File: src/rtl/kuznechik_l_transform_seq_if.sv
// kuznechik_l_transform_seq_if: valid/ready block bus for the L transform (in_inv only with KUZNECHIK_L_INV_EN)
interface kuznechik_l_transform_seq_if;
  logic         in_valid;
  logic         in_ready;
  logic [127:0] in_data;
  logic         out_valid;
  logic         out_ready;
  logic [127:0] out_data;
  logic         busy;
`ifdef KUZNECHIK_L_INV_EN
  logic         in_inv;
  modport master (output in_valid, in_data, out_ready, in_inv, input in_ready, out_valid, out_data, busy);
  modport slave  (input in_valid, in_data, out_ready, in_inv, output in_ready, out_valid, out_data, busy);
`else
  modport master (output in_valid, in_data, out_ready, input in_ready, out_valid, out_data, busy);
  modport slave  (input in_valid, in_data, out_ready, output in_ready, out_valid, out_data, busy);
`endif
endinterface

File: src/rtl/kuznechik_l_transform_seq.sv
// kuznechik_l_transform_seq: Kuznyechik L = R^ROUNDS, one R step per clock; KUZNECHIK_L_INV_EN adds the inverse mode
module kuznechik_l_transform_seq #(
  parameter int ROUNDS = 16
) (
  input logic                           clk,
  input logic                           rst_n,
  kuznechik_l_transform_seq_if.slave    bus
);
  typedef enum logic [1:0] {IDLE, RUN, DONE} state_t;
  // l() coefficients, byte a15 in the top slot down to a0 in the bottom slot
  localparam logic [127:0] COEF = {8'd148, 8'd32, 8'd133, 8'd16, 8'd194, 8'd192, 8'd1, 8'd251,
                                   8'd1, 8'd192, 8'd194, 8'd16, 8'd133, 8'd32, 8'd148, 8'd1};
  localparam logic [4:0] LAST = 5'(ROUNDS - 1);
  if (ROUNDS < 1 || ROUNDS > 16) begin : g_bad_rounds
    $error("ROUNDS must be in 1..16");
  end
  function automatic logic [7:0] gf_mul(input logic [7:0] a, input logic [7:0] b);
    logic [7:0] p;
    logic [7:0] x;
    p = '0;
    x = a;
    for (int i = 0; i < 8; i++) begin
      if (b[i]) p ^= x;
      x = x[7] ? ({x[6:0], 1'b0} ^ 8'hC3) : {x[6:0], 1'b0};
    end
    return p;
  endfunction
  function automatic logic [7:0] l_fn(input logic [127:0] a);
    logic [7:0] r;
    r = '0;
    for (int i = 0; i < 16; i++) r ^= gf_mul(a[8*i +: 8], COEF[8*i +: 8]);
    return r;
  endfunction
  state_t       state_q, state_d;
  logic [127:0] data_q, data_d;
  logic [4:0]   cnt_q, cnt_d;
  logic [127:0] step;
  logic         last;
`ifdef KUZNECHIK_L_INV_EN
  logic         inv_q, inv_d;
  // inverse step rotates left with the new byte entering at the bottom
  always_comb step = inv_q ? {data_q[119:0], l_fn({data_q[119:0], data_q[127:120]})}
                           : {l_fn(data_q), data_q[127:8]};
`else
  // forward step shifts right with the new byte entering at the top
  always_comb step = {l_fn(data_q), data_q[127:8]};
`endif
  assign last = (cnt_q == LAST);
  // next-state: accept in IDLE, one R per RUN cycle, hold result in DONE until taken
  always_comb begin
    state_d = state_q;
    data_d  = data_q;
    cnt_d   = cnt_q;
`ifdef KUZNECHIK_L_INV_EN
    inv_d   = inv_q;
`endif
    case (state_q)
      IDLE: if (bus.in_valid) begin
        state_d = RUN;
        data_d  = bus.in_data;
        cnt_d   = '0;
`ifdef KUZNECHIK_L_INV_EN
        inv_d   = bus.in_inv;
`endif
      end
      RUN: begin
        data_d  = step;
        cnt_d   = last ? cnt_q : cnt_q + 5'd1;
        state_d = last ? DONE : RUN;
      end
      DONE: state_d = bus.out_ready ? IDLE : DONE;
      default: state_d = IDLE;
    endcase
  end
  // state, block register and iteration counter; reset discards any block in flight
  always_ff @(posedge clk or negedge rst_n) begin
    if (!rst_n) begin
      state_q <= IDLE;
      data_q  <= '0;
      cnt_q   <= '0;
`ifdef KUZNECHIK_L_INV_EN
      inv_q   <= 1'b0;
`endif
    end else begin
      state_q <= state_d;
      data_q  <= data_d;
      cnt_q   <= cnt_d;
`ifdef KUZNECHIK_L_INV_EN
      inv_q   <= inv_d;
`endif
    end
  end
  assign bus.in_ready  = (state_q == IDLE);
  assign bus.out_valid = (state_q == DONE);
  assign bus.busy      = (state_q == RUN);
  assign bus.out_data  = data_q;
endmodule

File: src/flat_wrapper.sv
// flat-port wrapper written by rule: the top's interface ports become plain ports
module kuznechik_l_transform_seq_flat 
#(
  parameter int ROUNDS = 16
)
  (clk, rst_n, bus_in_valid, bus_in_data, bus_out_ready, bus_in_ready, bus_out_valid, bus_out_data, bus_busy);
  kuznechik_l_transform_seq_if bus_i ();
  input logic clk;
  input logic rst_n;
  input wire logic [$bits(bus_i.in_valid)-1:0] bus_in_valid;
  input wire logic [$bits(bus_i.in_data)-1:0] bus_in_data;
  input wire logic [$bits(bus_i.out_ready)-1:0] bus_out_ready;
  output wire logic [$bits(bus_i.in_ready)-1:0] bus_in_ready;
  output wire logic [$bits(bus_i.out_valid)-1:0] bus_out_valid;
  output wire logic [$bits(bus_i.out_data)-1:0] bus_out_data;
  output wire logic [$bits(bus_i.busy)-1:0] bus_busy;
  assign bus_i.in_valid = bus_in_valid;
  assign bus_i.in_data = bus_in_data;
  assign bus_i.out_ready = bus_out_ready;
  assign bus_in_ready = bus_i.in_ready;
  assign bus_out_valid = bus_i.out_valid;
  assign bus_out_data = bus_i.out_data;
  assign bus_busy = bus_i.busy;
  kuznechik_l_transform_seq #(.ROUNDS(ROUNDS)) u_core (.clk(clk), .rst_n(rst_n), .bus(bus_i));
endmodule
File: config.mk
export PLATFORM = sky130hd
export DESIGN_NAME = kuznechik_l_transform_seq_flat
export DESIGN_NICKNAME = d
export VERILOG_FILES = /design/src/rtl/kuznechik_l_transform_seq_if.sv /design/src/rtl/kuznechik_l_transform_seq.sv /design/src/flat_wrapper.sv
export SDC_FILE = /design/constraint.sdc
export NUM_CORES = 1
export LEC_CHECK = 0
export BUFFER_PORTS_ARGS = -buffer_cell sky130_fd_sc_hd__buf_2
export CAP_MARGIN = 10
export CORE_ASPECT_RATIO = 0.75
export CORE_MARGIN = 3
export CORE_UTILIZATION = 45
export CTS_CLUSTER_SIZE = 40
export DETAILED_ROUTE_END_ITERATION = 16
export PLACE_DENSITY = 0.72
export SYNTH_ARGS = -nofsm -noshare
export SYNTH_HDL_FRONTEND = slang
export SYNTH_SLANG_ARGS = --single-unit
File: constraint.sdc
create_clock -name clk -period 3 [get_ports clk]
set_input_delay 0.45 -clock clk [delete_from_list [all_inputs] [get_ports clk]]
set_output_delay 0.45 -clock clk [all_outputs]
set_load 0.03 [all_outputs]
==> impl_metrics.toml <==
[drt]
dr.pass1.iters = 5
num_vias = 7709
wl_per_cell_microns = 21.0
ant_nets = 0
drc_errors = 0
via_per_inst = 5.42
wirelength_microns = 29900
drtIter0Drc = 981

[clocking]
cts_resized = 0
cts_root_buffer = "clkbuf_16"
post_cts_buffers = 0
htreeDepth = 4
clock_latency_ps = 430
cts.clk_slew.worst_paths_ps = 60
numCtsBuffers = 17
cts.sink_count = 135
cts_tree = "yes"
cts_hold_buf = 0
cts_buffer_depth = 2

[timing]
finalSetupViolCount = 0
hold_ws_ps = 29.6
rsz0062_at_grt = "no"
fin_crit_sh_pct = 87.5
relSlewSlack_pct = 51.2
tns_ps = 0
drv_slew = 0
hold_viol_final = 0
finClkSkew_ps = 10.1
worstMarginPinSlew_ps = 727
fmax_mhz = 381
period_minus_slack_ps = 2620
setup_slack_ps = 375

[run]
maxCapViolations = 0

[global_route]
grt_pass1_vias = 7169
grt_pass1_wl_microns = 44100
antenna_found_initial = 0
grt_overflow = 0
grt_max_degree = 137
grt_usage_pct = 28.8

[cells_and_area]
mostFrequentLayoutCell = "buf_2"
nets = 1302
diodes = 0
stdcell_count = 1423
synthToLayoutAreaGrowth_pct = 26.0
drive_gt1_share_pct = 27.3
most-common-layout-cells = "261 x buf_2, 249 x nand2_1, 135 x dfrtp_1, 132 x nor2_1, 120 x a31oi_1"

[setup_path]
rrSetupSlack_ps = 380
r2r-start = "u_core.bus.out_data[67]$_DFFE_PN0P_"
crit_type = "reg -> reg"
slowest_delay_ps = 560
endpoint_kind = "register"
cp_slowest_cell = "dfrtp_1"
arrival_ps = 2910
crit_end = "u_core.bus.out_data[123]$_DFFE_PN0P_"
reg2reg_to = "u_core.bus.out_data[123]$_DFFE_PN0P_"
worstPathMaxFanout = 7
required_ps = 3280
start_kind = "register"
crit_path_start = "u_core.bus.out_data[67]$_DFFE_PN0P_"
cp_cell_sequence = "xnor3_1 -> xor2_1 -> xnor2_1 -> xor2_1 -> xnor3_1 -> o22ai_1 -> o21ai_1"
r2r_cells = 7

[floorplanning]
rows = 42
ios = 263
die_w_microns = 164
initial_core_util_pct = 47.0
fp.coreArea_sq_um = 18000
die_y_microns = 125
design.die.area_sq_um = 20500

[logic_synthesis]
synth_flop_cell = "dfrtp_1"
synth-seq-cells = 135
synth_top_area_share_pct = 39.9
synth_cell_types = 33
synth-edff-count = 0
syn_area_sq_um = 8470
yosys_warnings = 0
synth_largest_area_cell = "dfrtp_1"
ys_async_sr_fraction_pct = 100
seq_area_frac_synth_pct = 39.9
synthCells = 935
syn_nets = 1069
synth_area_leaders = "dfrtp_1 40%, xnor2_1 11%, nand2_1 11%"
synth.avg_cell_area_sq_um = 9.06

[place]
port_buffers = 262
post-place-ws_ps = 414
place_congestion = 0.953
dp_hpwl_microns = 22400
placedCellCount = 1391

[min_path]
min_path_type = "in -> async"

[run_status]
outcome = "complete, no violations"
## synth_stat cells (3+ instances only)
| cell | number |
|---|---|
| xnor3_1 | 41 |
| xor3_1 | 3 |
| inv_1 | 3 |
| buf_1 | 6 |
| o21ai_1 | 4 |
| nor2_1 | 133 |
| xor2_1 | 36 |
| a31oi_1 | 120 |
| dfrtp_1 | 135 |
| nand2_1 | 250 |
| xnor2_2 | 3 |
| xnor2_1 | 108 |
| clkbuf_1 | 52 |
| buf_2 | 4 |
| a21oi_1 | 4 |
| o21ai_0 | 7 |
## how the worst min path moves through the flow
stage,start,endpoint,slack [ps],depth (start not counted)
after global routing,rst_n,u_core.bus.out_data[48]$_DFFE_PN0P_,70,1
after global placement,rst_n,u_core.bus.out_data[41]$_DFFE_PN0P_,510,1
final,rst_n,u_core.bus.out_data[48]$_DFFE_PN0P_,30,1
after CTS,rst_n,u_core.bus.out_data[41]$_DFFE_PN0P_,60,1
after detailed placement,rst_n,u_core.bus.out_data[41]$_DFFE_PN0P_,510,1
after floorplan,rst_n,u_core.bus.out_data[0]$_DFFE_PN0P_,150,0
## final cells by class
class / count / area, sq um
well taps: 242 / 303
inverters: 4 / 17.5
fillers: 1634 / 7350
clock buffers: 18 / 439
flip-flops and latches: 135 / 3380
multi-input cells: 732 / 4840
clock inverters: 14 / 196
repair buffers: 278 / 1500
## logic make-up after synthesis
group | count (synthesis) | synth area share [%]
buffers and inverters | 68 | 3.18
muxes | 2 | 0.266
adders and majority gates | 2 | 0.295
AOI/OAI and AO/OA | 142 | 10.4
and+or+nand+nor | 390 | 17.5
xor gates and xnor gates | 196 | 28.5
DFF | 135 | 39.9
## critical path, delay by kind of cell (launching register included)
family,cells,cell delay [ps]
flops,1,560
xor+xnor,5,1720
compound gates,2,200
## layer usage
metal | share of wire, % | global-route usage (%) | vias up
li1 | - | - | 3561
met1 | 44 | 43.6 | 3696
met2 | 43 | 41.3 | 427
met3 | 12 | 8.44 | 25
met4 | 1.1 | 5.42 | 0
met5 | 0 | 0 | -
## per-stage QoR
step / cell area (sq um) / util [%]
2_1_floorplan: 8470 / -
3_3_place_gp: 10000 / 55.7
3_5_place_dp: 10000 / 55.7
4_1_cts: 10700 / 59.2
5_1_grt: 10700 / 59.2
6_report: 10700 / 59.2
## flip-flops by register name (all words and copies together) (netlist names)
signal,count
u_core.bus.out_data,128
u_core.cnt_q,5
u_core.state_q,2
Power is not shown: default switching activity piles up to over one toggle a cycle in this logic, so the estimate is an artifact.
